## src/rtl/chip8_fetch.sv

```systemverilog
// -----------------------------------------------------------------------------
// chip8_fetch
//   Instruction fetch stage of the CHIP-8 core. It reads the two bytes of each
//   16-bit big-endian opcode from byte-wide program memory at the current PC.
//   It pulses the PC increment strobe once per byte. It then holds the assembled
//   opcode on a valid/ready handshake until the executor consumes it.
//
// Parameters
//   READ_LATENCY   cycles from mem_rd_en_o/mem_addr_o to mem_rdata_i valid (1..4)
//
// Ports
//   clk_i           system clock, rising edge
//   rst_n_i         synchronous reset, active-low
//   run_i           1 = fetch enabled, 0 = halt at the next opcode boundary
//   pc_in_i         current PC (byte address)
//   pc_inc_stb_o    one-cycle pulse: PC += 1
//   mem_rd_en_o     program memory read enable
//   mem_addr_o      program memory byte address
//   mem_rdata_i     program memory read data
//   instr_o         fetched opcode {hi_byte, lo_byte}
//   instr_valid_o   instr_o holds a complete, stable opcode
//   instr_ready_i   executor done with instr_o
//   fetch_busy_o    1 in every state except IDLE and VALID
//   dbg_state_o     current FSM state encoding
//
// Handshake: an opcode is transferred on every rising edge where
//   instr_valid_o=1 and instr_ready_i=1. Once instr_valid_o is raised, it stays
//   high and instr_o stays constant until that transfer. instr_ready_i has no
//   effect while instr_valid_o=0.
// -----------------------------------------------------------------------------
module chip8_fetch #(
    parameter int READ_LATENCY = 1
) (
    input  logic        clk_i,
    input  logic        rst_n_i,
    input  logic        run_i,
    input  logic [11:0] pc_in_i,
    output logic        pc_inc_stb_o,
    output logic        mem_rd_en_o,
    output logic [11:0] mem_addr_o,
    input  logic [7:0]  mem_rdata_i,
    output logic [15:0] instr_o,
    output logic        instr_valid_o,
    input  logic        instr_ready_i,
    output logic        fetch_busy_o,
    output logic [2:0]  dbg_state_o
);

    if (READ_LATENCY < 1 || READ_LATENCY > 4) begin : g_bad_latency
        $error("chip8_fetch: READ_LATENCY must be in 1..4");
    end

    typedef enum logic [2:0] {
        S_IDLE     = 3'd0,
        S_FETCH_HI = 3'd1,
        S_WAIT_HI  = 3'd2,
        S_FETCH_LO = 3'd3,
        S_WAIT_LO  = 3'd4,
        S_VALID    = 3'd5
    } state_e;

    localparam logic [1:0] LAST_WAIT = 2'(READ_LATENCY - 1);

    state_e      state_q, state_d;
    logic [1:0]  wait_cnt_q, wait_cnt_d;
    logic [15:0] instr_q, instr_d;
    logic        inc_stb;
    logic        wait_last;

    assign wait_last = (wait_cnt_q == LAST_WAIT);

    always_ff @(posedge clk_i) begin
        if (!rst_n_i) begin
            state_q    <= S_IDLE;
            wait_cnt_q <= 2'd0;
            instr_q    <= 16'h0000;
        end else begin
            state_q    <= state_d;
            wait_cnt_q <= wait_cnt_d;
            instr_q    <= instr_d;
        end
    end

    always_comb begin
        state_d     = state_q;
        wait_cnt_d  = wait_cnt_q;
        instr_d     = instr_q;
        inc_stb     = 1'b0;
        mem_rd_en_o = 1'b0;
        mem_addr_o  = 12'h000;

        case (state_q)
            S_IDLE: begin
                if (run_i) begin
                    state_d = S_FETCH_HI;
                end
            end

            S_FETCH_HI: begin
                mem_rd_en_o = 1'b1;
                mem_addr_o  = pc_in_i;
                wait_cnt_d  = 2'd0;
                state_d     = S_WAIT_HI;
            end

            // The read data is valid in the last wait cycle. The byte is latched
            // there, and the PC is bumped in the same cycle, so FETCH_LO sees
            // the incremented PC on pc_in_i.
            S_WAIT_HI: begin
                if (wait_last) begin
                    instr_d[15:8] = mem_rdata_i;
                    inc_stb       = 1'b1;
                    state_d       = S_FETCH_LO;
                end else begin
                    wait_cnt_d = wait_cnt_q + 2'd1;
                end
            end

            S_FETCH_LO: begin
                mem_rd_en_o = 1'b1;
                mem_addr_o  = pc_in_i;
                wait_cnt_d  = 2'd0;
                state_d     = S_WAIT_LO;
            end

            S_WAIT_LO: begin
                if (wait_last) begin
                    instr_d[7:0] = mem_rdata_i;
                    inc_stb      = 1'b1;
                    state_d      = S_VALID;
                end else begin
                    wait_cnt_d = wait_cnt_q + 2'd1;
                end
            end

            // run_i is only looked at here and in IDLE. A halt request made
            // mid-fetch therefore still delivers the opcode that is in progress.
            S_VALID: begin
                if (instr_ready_i) begin
                    state_d = run_i ? S_FETCH_HI : S_IDLE;
                end
            end

            default: begin
                state_d = S_IDLE;
            end
        endcase
    end

    // A fetch aborted by reset must not bump the PC in the reset cycle itself.
    assign pc_inc_stb_o  = inc_stb & rst_n_i;
    assign instr_o       = instr_q;
    assign instr_valid_o = (state_q == S_VALID);
    assign fetch_busy_o  = (state_q != S_IDLE) && (state_q != S_VALID);
    assign dbg_state_o   = state_q;

endmodule
```

## config.mk

```make
export PLATFORM = sky130hd
export DESIGN_NAME = chip8_fetch
export DESIGN_NICKNAME = d
export VERILOG_FILES = /design/src/rtl/chip8_fetch.sv
export SDC_FILE = /design/constraint.sdc
export NUM_CORES = 1
export LEC_CHECK = 0
export ABC_AREA = 1
export CAP_MARGIN = 30
export CORE_ASPECT_RATIO = 0.6
export CORE_MARGIN = 5
export CORE_UTILIZATION = 35
export CTS_CLUSTER_SIZE = 40
export DETAILED_ROUTE_END_ITERATION = 10
export PLACE_DENSITY = 0.76
export RECOVER_POWER = 50
export SETUP_SLACK_MARGIN = 0.05
export SLEW_MARGIN = 20
export SYNTH_ARGS = -nofsm -noshare
export SYNTH_HDL_FRONTEND = slang
export SYNTH_SLANG_ARGS = --single-unit
export TNS_END_PERCENT = 30
```

## constraint.sdc

```tcl
create_clock -name clk_i -period 1.2 [get_ports clk_i]
set_clock_uncertainty 0.15 [all_clocks]
set_input_delay 0.24 -clock clk_i [delete_from_list [all_inputs] [get_ports clk_i]]
set_output_delay 0.24 -clock clk_i [all_outputs]
set_load 0.005 [all_outputs]
```

==> results.md <==
* Sequential power share at 22.7%
* Status: finished, violations left
* Max-cap viol count at 0
* Worst r2r src: wait_cnt_q[1]$_SDFFE_PN0P_
* Final hold vios at 0
* Cell family with most CP delay: flip-flops
* NetSw at ~2.2 mW
* Final WL at 5290 µm
* Final slew viol count at 0
* Synth top area share at 37.8%
* Worst path slowest cell: dfxtp_4
* Hold Crit Start: instr_o[5]$_SDFFE_PN0P_
* Drt via density at between 5 and 6
* Clk Latency, worst-skew pair at between 0.2 and 0.3 ns
* Count leader, synth: inv_1
* Crit path DAT at ~1.4 ns
* Final GP Congestion at roughly 0.76
* Hold path depth at 2
* P_leak at ~1.0 nW
* Leading area contributor after synthesis: dfxtp_1
* Hold endpoint: instr_o[5]$_SDFFE_PN0P_
* Min cycle time layout at between 1.5 and 2 ns
* Largest net degree at the start of global routing at 21
* Clock-pin slew on the worst setup and hold paths at approximately 0.08 ns
* Failing checks: setup timing
* Num CTS Buffers at 3
* FF-to-FF End: wait_cnt_q[0]$_SDFFE_PN0P_
* Clock share of power at a little under a tenth
* Sequential fraction of the synthesis area at a little under two fifths
* Final Worst Setup Slack at -0.556 ns
* Placed cell area at 0.00191 mm²
* Max transition margin at approximately 83%
* # port buffers at 58
* Num ports at about 60
* Synth top area cells: dfxtp_1, inv_1, a21oi_1, nor2_1, o21ai_0
* Critical path launch point type: register
* Power, Total at 5.10 mW
* Switching share of power at a little over two fifths
* Finished Core Util at 77.0%
* Combinational share of power at between 60% and 70%
* Vias in the first global route at 1383
* Root buf cell: clkbuf_8
* Synth async-reset ratio at 0%
* Max Fanout on Critical Path at 4
* RSZ-0062 raised after global routing: true
* Die Area at ~0.0044 mm²
* Syn avg cell area at 6.90 µm²
* #FFs+latches synth at 21
* First-pass GRT wire length at between 6000 and 7000 µm
* F_max at roughly 0.57 GHz
* CP Class: reg2out
* YS warnings at 0
* Yosys cell types at 19
* H-tree levels at 1
* ANT cells at 0
* CTS tree: built
* FF-to-FF setup slack at -0.46 ns
* Clock Tree Buf Depth at 2
* Maximum vdd drop at 1200 µV
* Die height at ~54 µm
* Synth top cells by count: inv_1, nor2_1, dfxtp_1
* Die W at slightly above 80 µm
* Worst path bufs/invs at 3
* Per-cell routed wire length at ~18 µm
* Fin area at between 0.002 and 0.0025 mm²
* Layout area overhead at 104%
* GR Overflow Total at 0
* Worst-Margin Slew at ~0.25 ns
* Internal cell power at 2.93 mW
* Worst path cell trace: buf_6, buf_6, nor2_4, nand2_2, nand2_4, nand2_2, nor2_2, buf_2
* Hold Crit Class: reg2reg
* Hold-fix buffers, CTS at 0
* Most used flip-flop cell after synthesis: dfxtp_1
* Share of layout cells above drive strength 1 at between 50 and 60%
* WP depth at 8
* Max incr delay on CP at approximately 0.38 ns
* Drc violations at 0
* Core Region at a little under 0.003 mm²
* Mapped Area at between 0.001 and 0.0015 mm²
* Nets at between 200 and 300
* Detailed placement HPWL at 2520 µm
* Antenna Nets Post-Route at 0
* Synthesized Nets at around 190
* Initial DRC count at ~170
* CTS Sinks at 21
* Number of antenna violations at the first check in global routing at 0
* Total number of vias at ~1500
* EDFF count, synth at 0
* PD cells at between 2000 and 2500 mW/mm²
* Total GRT Usage at around a fifth
* Post-Syn Instances at about 160
* Initial Util at 37.7%
* DRT Pass-1 Iters at 4
* Worst setup EP type: output pin
* Reg2reg path depth at 10
* Final clock period utilization by the worst path at 146%
* Final Setup Violations at around 40
* Num rows at 15
* Worst EP required at 0.81 ns
==> area by class of cell <==
class | instances | area (µm²)
clock buffers | 4 | 45.0
fillers | 193 | 678
inverters | 39 | 156
multi-input cells | 96 | 712
flip-flops and latches | 21 | 449
well taps | 42 | 52.6
repair buffers | 98 | 845
repair inverters | 1 | 8.76
==> worst min-delay path, stage by stage (launching register included) <==
cell and delay, ns:
dfxtp_2 0.32, inv_1 0.04, a21oi_1 0.05
==> power by group through the flow <==
stage / clock network (mW) / registers, mW / logic, mW
after floorplan: 0 / 1.09 / 1.24
after global placement: 0 / 1.11 / 2.31
after detailed placement: 0 / 1.13 / 2.33
after CTS: 0.454 / 1.10 / 2.93
after global routing: 0.508 / 1.18 / 3.65
final: 0.485 / 1.16 / 3.46
==> repair_timing <==
| item | 4_1_cts | 5_1_grt |
|---|---|---|
| gates cloned | 1 | 2 |
| endpoints found under the setup margin | 56 | 54 |
| pin swaps | 5 | 10 |
| resized for setup | 149 | 65 |
| buffers inserted | 21 | 6 |
| endpoints found under the hold margin | 0 | 0 |
==> placed cells by master (no fill, tap or decap), types with 2 or more instances in the layout <==
cell type / instances
nand3_1: 7
inv_1: 35
nor2_4: 13
o21ai_2: 3
buf_2: 17
buf_8: 2
nand3_2: 2
buf_6: 21
nor2_2: 10
nor2_1: 5
clkbuf_2: 8
dfxtp_4: 3
a21oi_2: 5
clkbuf_8: 3
dfxtp_1: 4
buf_4: 23
dfxtp_2: 14
inv_2: 2
nand2_2: 4
clkdlybuf4s50_1: 23
nand2_1: 10
a21oi_1: 13
o21ai_1: 13
nand2_4: 4
nand3_4: 4
==> state kept, by name, indices dropped and copies added, names as in the netlist <==
| signal | count |
|---|---|
| wait_cnt_q | 2 |
| dbg_state_o | 3 |
| instr_o | 16 |
==> logic make-up (layout without fill, tap and decap cells) <==
family,after synthesis,in the layout,synth area share [%]
and+or+nand+nor,58,60,27.1
buffers and inverters,46,142,18.1
AOI/OAI and AO/OA,35,35,15.8
DFF,21,21,37.8
adders and majority gates,1,1,1.13
==> how the worst max path moves through the flow <==
stage	startpoint	to	slack (ns)
6_report	dbg_state_o[0]$_SDFFE_PN0P_	pc_inc_stb_o	-0.56
5_1_grt	dbg_state_o[0]$_SDFFE_PN0P_	pc_inc_stb_o	-0.61
4_1_cts	dbg_state_o[0]$_SDFFE_PN0P_	pc_inc_stb_o	-0.57
3_5_place_dp	dbg_state_o[0]$_SDFFE_PN0P_	mem_addr_o[6]	-0.59
3_3_place_gp	rst_n_i	pc_inc_stb_o	-0.61
2_1_floorplan	dbg_state_o[0]$_SDFFE_PN0P_	mem_addr_o[0]	-0.13
==> metal layers <==
layer | track usage [%] | wire [µm] | up-vias
met4 | 9.24 | 174 | 0
met5 | 0 | 0 | -
met3 | 4.85 | 316 | 21
met1 | 27.3 | 2240 | 722
li1 | - | - | 693
met2 | 32.8 | 2560 | 72
==> stage by stage <==
stage          hold WS (ns)  worst slack (ns)  std cells  setup TNS [ns]
2_1_floorplan         0.228            -0.134        161           -2.11
3_3_place_gp          0.281            -0.608        271          -14.86
3_5_place_dp          0.287            -0.586        271          -15.64
4_1_cts               0.296            -0.565        297          -13.08
5_1_grt               0.315            -0.610        301          -16.71
6_report              0.291            -0.556        301          -15.17
Note: power is estimated with default switching activity, not from simulation.
